<file path="src/rtl/ps2_pkg.sv">
// ps2_pkg: definitions shared by the PS/2 frame receiver and the future
// ps2_tx_frame transmitter.
//   ps2_state_e   : frame FSM states (IDLE, DATA, PARITY, STOP)
//   ps2_err_e     : receive error codes reported on rx_err_code
//   PS2_DATA_BITS : payload bits per frame
//   odd_parity_ok : true when the data bits plus the parity bit have odd parity
package ps2_pkg;

  localparam int PS2_DATA_BITS = 8;

  typedef enum logic [1:0] {
    IDLE   = 2'b00,
    DATA   = 2'b01,
    PARITY = 2'b10,
    STOP   = 2'b11
  } ps2_state_e;

  typedef enum logic [1:0] {
    ERR_START   = 2'b00,
    ERR_PARITY  = 2'b01,
    ERR_STOP    = 2'b10,
    ERR_TIMEOUT = 2'b11
  } ps2_err_e;

  function automatic logic odd_parity_ok(input logic [PS2_DATA_BITS-1:0] d,
                                         input logic p);
    return ^{d, p};
  endfunction

endpackage

</file>
<file path="src/rtl/ps2_line_sync_filter.sv">
// ps2_line_sync_filter: brings one raw PS/2 line into the main_clk domain
// with a 2-flop synchroniser, then debounces it. The filtered output only
// changes after FILTER_CYCLES consecutive synchronised samples that differ
// from it. Both stages reset high (idle bus level).
// Ports:
//   main_clk  : system clock
//   reset     : asynchronous, active-high
//   line_in   : raw asynchronous line
//   line_filt : synchronised, debounced line
module ps2_line_sync_filter #(
  parameter int FILTER_CYCLES = 16
) (
  input  logic main_clk,
  input  logic reset,
  input  logic line_in,
  output logic line_filt
);

  localparam int CW = (FILTER_CYCLES > 1) ? $clog2(FILTER_CYCLES) : 1;

  logic          sync_p0;
  logic          sync_p1;
  logic [CW-1:0] cnt;

  // synchroniser
  always_ff @(posedge main_clk or posedge reset) begin
    if (reset) begin
      sync_p0 <= 1'b1;
      sync_p1 <= 1'b1;
    end else begin
      sync_p0 <= line_in;
      sync_p1 <= sync_p0;
    end
  end

  // debounce: any sample agreeing with the current level restarts the count
  always_ff @(posedge main_clk or posedge reset) begin
    if (reset) begin
      cnt       <= '0;
      line_filt <= 1'b1;
    end else if (sync_p1 == line_filt) begin
      cnt <= '0;
    end else if (cnt == CW'(FILTER_CYCLES - 1)) begin
      cnt       <= '0;
      line_filt <= sync_p1;
    end else begin
      cnt <= cnt + 1'b1;
    end
  end

endmodule

</file>
<file path="src/rtl/ps2_rx_frame.sv">
// ps2_rx_frame: PS/2 device-to-host physical-layer receiver.
// Deserialises 11-bit frames (start, 8 data LSB first, odd parity, stop)
// clocked by the filtered falling edge of the PS/2 clock line.
// Ports:
//   main_clk      : system clock (90 MHz)
//   reset         : asynchronous, active-high
//   ps2_clk_in    : raw PS/2 clock line
//   ps2_data_in   : raw PS/2 data line
//   rx_inhibit    : transmit path owns the bus; receiver held idle, edges ignored
//   rx_byte       : last good byte, held until the next good byte
//   rx_valid      : one-cycle strobe, good byte on rx_byte
//   rx_err        : one-cycle strobe, frame rejected
//   rx_err_code   : 00 start, 01 parity, 10 stop, 11 timeout (valid with rx_err)
//   rx_busy       : frame in progress
// Optional build macro PS2_RX_ERR_COUNT_EN adds:
//   err_count_clr : clears err_count (wins over an increment)
//   err_count     : saturating count of rx_err strobes
module ps2_rx_frame
  import ps2_pkg::*;
#(
  parameter int FILTER_CYCLES  = 16,
  parameter int TIMEOUT_CYCLES = 180000
) (
  input  logic                     main_clk,
  input  logic                     reset,
  input  logic                     ps2_clk_in,
  input  logic                     ps2_data_in,
  input  logic                     rx_inhibit,
  output logic [PS2_DATA_BITS-1:0] rx_byte,
  output logic                     rx_valid,
  output logic                     rx_err,
  output logic [1:0]               rx_err_code,
  output logic                     rx_busy
`ifdef PS2_RX_ERR_COUNT_EN
  ,
  input  logic                     err_count_clr,
  output logic [7:0]               err_count
`endif
);

  localparam int TW = (TIMEOUT_CYCLES > 1) ? $clog2(TIMEOUT_CYCLES) : 1;

  logic                     clk_filt;
  logic                     clk_filt_q;
  logic                     data_filt;
  logic                     fall;
  ps2_state_e               state;
  logic [2:0]               bit_cnt;
  logic [PS2_DATA_BITS-1:0] shreg;
  logic                     par_bit;
  logic [TW-1:0]            to_cnt;

  ps2_line_sync_filter #(.FILTER_CYCLES(FILTER_CYCLES)) u_clk_filt (
    .main_clk  (main_clk),
    .reset     (reset),
    .line_in   (ps2_clk_in),
    .line_filt (clk_filt)
  );

  // data only needs synchronising; a single-sample filter keeps its latency
  // well inside the clock filter's so the bit is settled at the edge
  ps2_line_sync_filter #(.FILTER_CYCLES(1)) u_data_filt (
    .main_clk  (main_clk),
    .reset     (reset),
    .line_in   (ps2_data_in),
    .line_filt (data_filt)
  );

  // edge detect
  always_ff @(posedge main_clk or posedge reset) begin
    if (reset) clk_filt_q <= 1'b1;
    else       clk_filt_q <= clk_filt;
  end

  assign fall    = clk_filt_q & ~clk_filt;
  assign rx_busy = (state != IDLE);

  // frame FSM; priority is inhibit, then edge, then timeout
  always_ff @(posedge main_clk or posedge reset) begin
    if (reset) begin
      state       <= IDLE;
      bit_cnt     <= '0;
      shreg       <= '0;
      par_bit     <= 1'b0;
      to_cnt      <= '0;
      rx_byte     <= '0;
      rx_valid    <= 1'b0;
      rx_err      <= 1'b0;
      rx_err_code <= ERR_START;
    end else begin
      rx_valid <= 1'b0;
      rx_err   <= 1'b0;
      if (rx_inhibit) begin
        state   <= IDLE;
        bit_cnt <= '0;
        to_cnt  <= '0;
      end else if (fall) begin
        to_cnt <= '0;
        unique case (state)
          IDLE: begin
            if (!data_filt) begin
              state   <= DATA;
              bit_cnt <= '0;
            end else begin
              rx_err      <= 1'b1;
              rx_err_code <= ERR_START;
            end
          end
          DATA: begin
            shreg   <= {data_filt, shreg[PS2_DATA_BITS-1:1]};
            bit_cnt <= bit_cnt + 1'b1;
            if (bit_cnt == 3'd7) state <= PARITY;
          end
          PARITY: begin
            par_bit <= data_filt;
            state   <= STOP;
          end
          STOP: begin
            state <= IDLE;
            if (!data_filt) begin
              rx_err      <= 1'b1;
              rx_err_code <= ERR_STOP;
            end else if (!odd_parity_ok(shreg, par_bit)) begin
              rx_err      <= 1'b1;
              rx_err_code <= ERR_PARITY;
            end else begin
              rx_byte  <= shreg;
              rx_valid <= 1'b1;
            end
          end
          default: state <= IDLE;
        endcase
      end else if (state != IDLE) begin
        if (to_cnt == TW'(TIMEOUT_CYCLES - 1)) begin
          state       <= IDLE;
          bit_cnt     <= '0;
          to_cnt      <= '0;
          rx_err      <= 1'b1;
          rx_err_code <= ERR_TIMEOUT;
        end else begin
          to_cnt <= to_cnt + 1'b1;
        end
      end else begin
        to_cnt <= '0;
      end
    end
  end

`ifdef PS2_RX_ERR_COUNT_EN
  // saturating error counter
  always_ff @(posedge main_clk or posedge reset) begin
    if (reset)                               err_count <= '0;
    else if (err_count_clr)                  err_count <= '0;
    else if (rx_err && (err_count != 8'hFF)) err_count <= err_count + 1'b1;
  end
`endif

endmodule
</file>
<file path="config.mk">
export PLATFORM = sky130hd
export DESIGN_NAME = ps2_rx_frame
export DESIGN_NICKNAME = d
export VERILOG_FILES = /design/src/rtl/ps2_pkg.sv /design/src/rtl/ps2_line_sync_filter.sv /design/src/rtl/ps2_rx_frame.sv
export SDC_FILE = /design/constraint.sdc
export NUM_CORES = 1
export LEC_CHECK = 0
export CAP_MARGIN = 25
export CORE_ASPECT_RATIO = 0.7
export CORE_UTILIZATION = 45
export DETAILED_ROUTE_END_ITERATION = 16
export PLACE_DENSITY = 0.62
export SLEW_MARGIN = 20
export SYNTH_ARGS = -nofsm -noshare
export SYNTH_HDL_FRONTEND = slang
export SYNTH_SLANG_ARGS = --single-unit
export TNS_END_PERCENT = 1
</file>
<file path="constraint.sdc">
create_clock -name main_clk -period 3.8 [get_ports main_clk]
set_input_delay 0.38 -clock main_clk [delete_from_list [all_inputs] [get_ports main_clk]]
set_output_delay 0.38 -clock main_clk [all_outputs]
set_load 0.02 [all_outputs]
</file>
* After elaboration in Yosys (flattened, before gate mapping) *
Index checks and enable logic that the tools add are counted.

word-level totals
  flip-flop bits (word level) = 56
  input port bits = 5
  word-level logic and storage cells = 98

cells by class
  $add $sub $neg = 4
  equality and inequality tests = 14
  mux-type cells = 41
  bitwise operators = 6
  reduce and logical (&&, ||, !) cells = 15

operators by type and width
  cell                                                                     number
  18-bit 2-to-1 mux                                                        4
  2-bit 2-to-1 mux                                                         12
  18-bit by 1-bit adder with 18-bit output, second input constant          1
  18-bit equality test, second input constant                              1
  3-bit 2-to-1 mux                                                         5
  1-bit 2-to-1 mux                                                         14
  4-bit inequality test, second input constant                             3
  9-bit XOR reduction                                                      1
  4-bit 2-to-1 mux                                                         2
  2-bit case mux with 4 select lines                                       1
  4-bit AND reduction                                                      2
  3-bit case mux with 2 select lines                                       1
  3-bit AND reduction                                                      2
  6-bit AND reduction                                                      1
  2-bit nonzero test                                                       3
  3-bit nonzero test                                                       2
  1-bit NOT                                                                5
  5-bit AND reduction                                                      1
  4-bit by 1-bit adder with 4-bit output, second input constant            1
  2-bit equality test, second input constant                               2
  4-bit equality test, second input constant                               1
  4-bit by 2-bit inequality test with 1-bit output, second input constant  1
  2-bit case mux with 2 select lines                                       1
  2-bit AND reduction                                                      2
  10 further kinds                                                         11

* Logic depth before layout (Yosys ltp) *
  depth in word-level cells = 6
  depth in mapped cells = 8

* By module *
Synthesis repeated with hierarchy kept, for this count alone.

second synthesis, totals
  cell total of the unflattened synthesis = 228
  area, all modules = 2,600.0 sq um

by module, submodules not included
  module                               times used  cells each  area each (sq um)  seq. area each (sq um)
  ps2_rx_frame                         1           204         2,235.9            1,127.3
  ps2_line_sync_filter at u_clk_filt   1           19          277.8              178.9
  ps2_line_sync_filter at u_data_filt  1           5           86.3               78.8

* Worst setup path after synthesis *
Ideal clock, no wire load.

  path type = register to register
  from = register clk_filt_q
  to = register shreg[0]
  arrival = 1,779 ps
  data required time = 3,675 ps
  setup slack = 1,896 ps
  stages on the path, launching flop included = 6
  path buffers = 1
  cell sequence = dfstp_2 -> or2b_2 -> nor2_1 -> and2_1 -> buf_2 -> mux2_2

on the way
  longest elaborated chain between the ends = 2

RTL lines
  what                           line                 text
  start, declared                ps2_rx_frame.sv:44   logic clk_filt_q;
  start signal, assigned         ps2_rx_frame.sv:72   else clk_filt_q <= clk_filt;
  1-bit AND                      ps2_rx_frame.sv:75   assign fall = clk_filt_q & ~clk_filt;
  3-bit AND reduction (no line)  n/a
  end signal, assigned           ps2_rx_frame.sv:110  shreg <= {data_filt, shreg[PS2_DATA_BITS-1:1]};
  end, declared                  ps2_rx_frame.sv:49   logic [PS2_DATA_BITS-1:0] shreg;

No other way between the ends.
A chain may end at the register's enable or synchronous reset.

* Final worst setup path *
  from = register state[0]
  to = output rx_busy

on the way
  longest elaborated chain between the ends = 1

RTL lines
  what                    line                 text
  start, declared         ps2_rx_frame.sv:47   ps2_state_e state;
  start signal, assigned  ps2_rx_frame.sv:81   state <= IDLE;
  start signal, assigned  ps2_rx_frame.sv:94   state <= IDLE;
  start signal, assigned  ps2_rx_frame.sv:102  state <= DATA;
  2-bit nonzero test      ps2_rx_frame.sv:76   assign rx_busy = (state != IDLE);
  end, declared           ps2_rx_frame.sv:33   output logic rx_busy

No other way between the ends.

==> flow_metrics.tcl <==
set metrics [dict create \
    status "complete, no violations" \
    reg2reg_to "shreg[2]" \
    ys_seq_elements 55 \
    synth_fa_ha_area_share_pct 4.39 \
    fin_ws_ns 1.50 \
    crit_fanout 8 \
    reg2reg_from "clk_filt_q" \
    synth_area_per_cell_um2 11.7 \
    max_freq_mhz 435 \
    synthFlopType "dfrtp_1" \
    synthMuxAreaShare_pct 8.35 \
    setup_violations 0 \
    synth_simple_gate_area_share_pct 16.0 \
    maxSlewHeadroom_pct 60.7 \
    power_density_nw_per_um2 343 \
    gp_congestion 0.776 \
    pre_cts_ws_ns 1.60 \
    rows 22 \
    grt_usage_pct 16.4 \
    via_per_inst 5.07 \
    cts_inserted_buffers 5 \
    grt.overflow.total 0 \
    area_delta_synth_final_pct 14.5 \
    ant_nets 0 \
    postCtsSetupBuffers 0 \
    yosysSeqAreaShare_pct 54.0 \
    synthArstFlopShare_pct 100 \
    grt_antenna_before_repair 0 \
    path_class "register to output port" \
    synth_edf_count 0 \
    netlist_area_um2 2560 \
    synth.distinct_cells 41 \
    cpMostUsedCell "inv_1" \
    power.leakage_nw 1.33 \
    cp_slowest_cell "clkdlybuf4s50_1" \
    dp.final_hpwl_um 2980 \
    firstDrtPassIters 4 \
    drv_slew 0 \
    die_h_um 65.2 \
    grt_pass1_vias 1527 \
    crit_path_cell_trace "inv_1 > ha_1 > inv_1 > clkdlybuf4s50_1" \
    ys_warn_count 0 \
    cts-hold-fix-buffers 0 \
    dp.cells 304 \
    fin_tns_setup_ns 0 \
    numPortBuffers 17 \
    routed-via-count 1587 \
    fin_hold_ws_ns 0.360 \
    ff2ff_path_depth 4 \
    end_kind "output port" \
    dieWidth_um 92.2 \
    dieArea_um2 6010 \
    clk_pin_slew_worst_paths_ns 0.10 \
    rrSetupSlack_ns 1.62 \
    cp.required_ns 3.42 \
    skew_ns 0.00766 \
    h-tree-depth 2 \
    slowest_delay_ns 0.62 \
    fin_crit_sh_pct 60.4 \
    cts_sinks 55 \
    syn_nets 234 \
    syn_inst 220 \
    critical_path_arrival_ns 1.92 \
    worst_setup_path_start_kind "register" \
    synth_top_family_by_area "simple AND/OR/NAND/NOR gates" \
    synth_compound_area_share_pct 5.76 \
    final_hold_viol_count 0 \
    diodes 0 \
    cts_tree "built" \
    power.total_mw 1.01 \
    avgRoutedWirePerCell_um 13.4 \
    ir_drop_v 0.000181 \
    drive_gt1_share_pct 17.0 \
    maxCapViolCount 0 \
    ios 18 \
    clk_latency_ns 0.30 \
    cts-root-buf "clkbuf_8" \
    final_cells 313 \
    coreArea_um2 5370 \
    min_path_type "input pin to async pin" \
    grt_max_degree 47 \
    drt_iter0_drc 71 \
    synthXorXnorAreaFrac_pct 9.37 \
    grt_setup_unrepaired "false" \
    initial_core_util_pct 47.8 \
    grt_pass1_wl_um 7530 \
    period_minus_slack_ns 2.30 \
    ctsResizeCount 0 \
    cts_max_path_buffers 2 \
    nets 254 \
    drc 0 \
    worst_pin_slew_ns 0.586 \
    drt-total-wl_um 4200 \
]
==> report_power, final <==
group,switching [mW],internal (mW)
Sequential,0.00475,0.592
Combinational,0.0177,0.0115
Clock,0.185,0.196
Total,0.207,0.800
==> worst max path at each step <==
stage / from / endpoint / slack (ns) / depth (start not counted)
after CTS: state[0] / rx_busy / 1.49 / 4
after global routing: state[0] / rx_busy / 1.41 / 4
after global placement: rx_inhibit / shreg[7] / 1.69 / 4
after floorplan: clk_filt_q / shreg[0] / 1.90 / 5
final: state[0] / rx_busy / 1.50 / 4
after detailed placement: rx_inhibit / shreg[1] / 1.60 / 4
==> flip-flops by register name, indices dropped and copies added (netlist names), 2 cells and up <==
signal	flops
to_cnt	18
rx_byte	8
bit_cnt	3
rx_err_code	2
u_clk_filt.cnt	4
shreg	8
state	2
==> routing by layer <==
metal / share of wire (%) / up-vias / global-route usage (%)
li1: - / 798 / -
met1: 57 / 757 / 26.1
met2: 39 / 26 / 21.4
met3: 3.4 / 6 / 4.86
met4: 0.95 / 0 / 4.10
met5: 0 / - / 0
==> synth_stat cells, drive strengths merged, types with 2 or more instances <==
library cell	number	area (um2)
a21oi	5	25.0
a22o	2	17.5
a2bb2oi	2	17.5
and2	4	25.0
and3	8	50.1
buf	2	12.5
clkbuf	4	16.3
dfrtp	48	1200
dfstp	7	184
ha	9	113
inv	7	26.3
mux2	19	214
nand2	11	41.3
nand2b	3	18.8
nand3	9	45.0
nand4	5	46.3
nor2	24	90.1
nor2b	2	12.5
nor3	3	15.0
o21ai	5	25.0
o2bb2ai	2	17.5
or3	2	12.5
xnor2	13	121
xor2	11	96.3
==> per-stage QoR <==
| step | util [%] | instance area (um2) |
|---|---|---|
| 2_1_floorplan | - | 2560 |
| 3_3_place_gp | 52.2 | 2800 |
| 3_5_place_dp | 52.2 | 2800 |
| 4_1_cts | 54.3 | 2920 |
| 5_1_grt | 54.7 | 2940 |
| 6_report | 54.7 | 2940 |
==> cells in the final DEF (no fill, tap or decap), types with 2 or more instances in the layout <==
cell type,instances
a21oi_1,5
a22o_1,2
a2bb2oi_1,2
and2_1,4
and3_1,8
clkbuf_8,5
clkdlybuf4s50_1,17
dfrtp_1,48
dfstp_2,7
ha_1,9
inv_1,6
mux2_2,19
nand2_1,11
nand2b_1,3
nand3_1,9
nand4_1,4
nor2_1,24
nor2b_1,2
nor3_1,3
o21ai_0,5
o2bb2ai_1,2
or3_1,2
xnor2_1,12
xor2_1,11
==> worst max-delay path: cells and delay by family, from the launching register on <==
kind                       cells  cell delay, ns
adders and majority gates      1            0.31
buffers and inverters          3            0.88
DFF                            1            0.42
==> cell type report <==
| cell class | count | area [um2] |
|---|---|---|
| Timing Repair Buffer | 19 | 198 |
| Sequential cell | 55 | 1390 |
| Tap cell | 72 | 90.1 |
| Inverter | 7 | 26.3 |
| Fill cell | 481 | 2430 |
| Clock inverter | 3 | 43.8 |
| Multi-Input combinational cell | 152 | 1120 |
| Clock buffer | 5 | 68.8 |
==> kinds of logic (layout without fill, tap and decap cells) <==
kind of cell / after synthesis / count (layout)
xor gates and xnor gates: 25 / 25
muxes: 19 / 19
AOI/OAI and AO/OA: 22 / 22
adders and majority gates: 9 / 9
DFF: 55 / 55
buffers and inverters: 13 / 34
and+or+nand+nor: 77 / 77
Power figures use the tool's default switching activity.
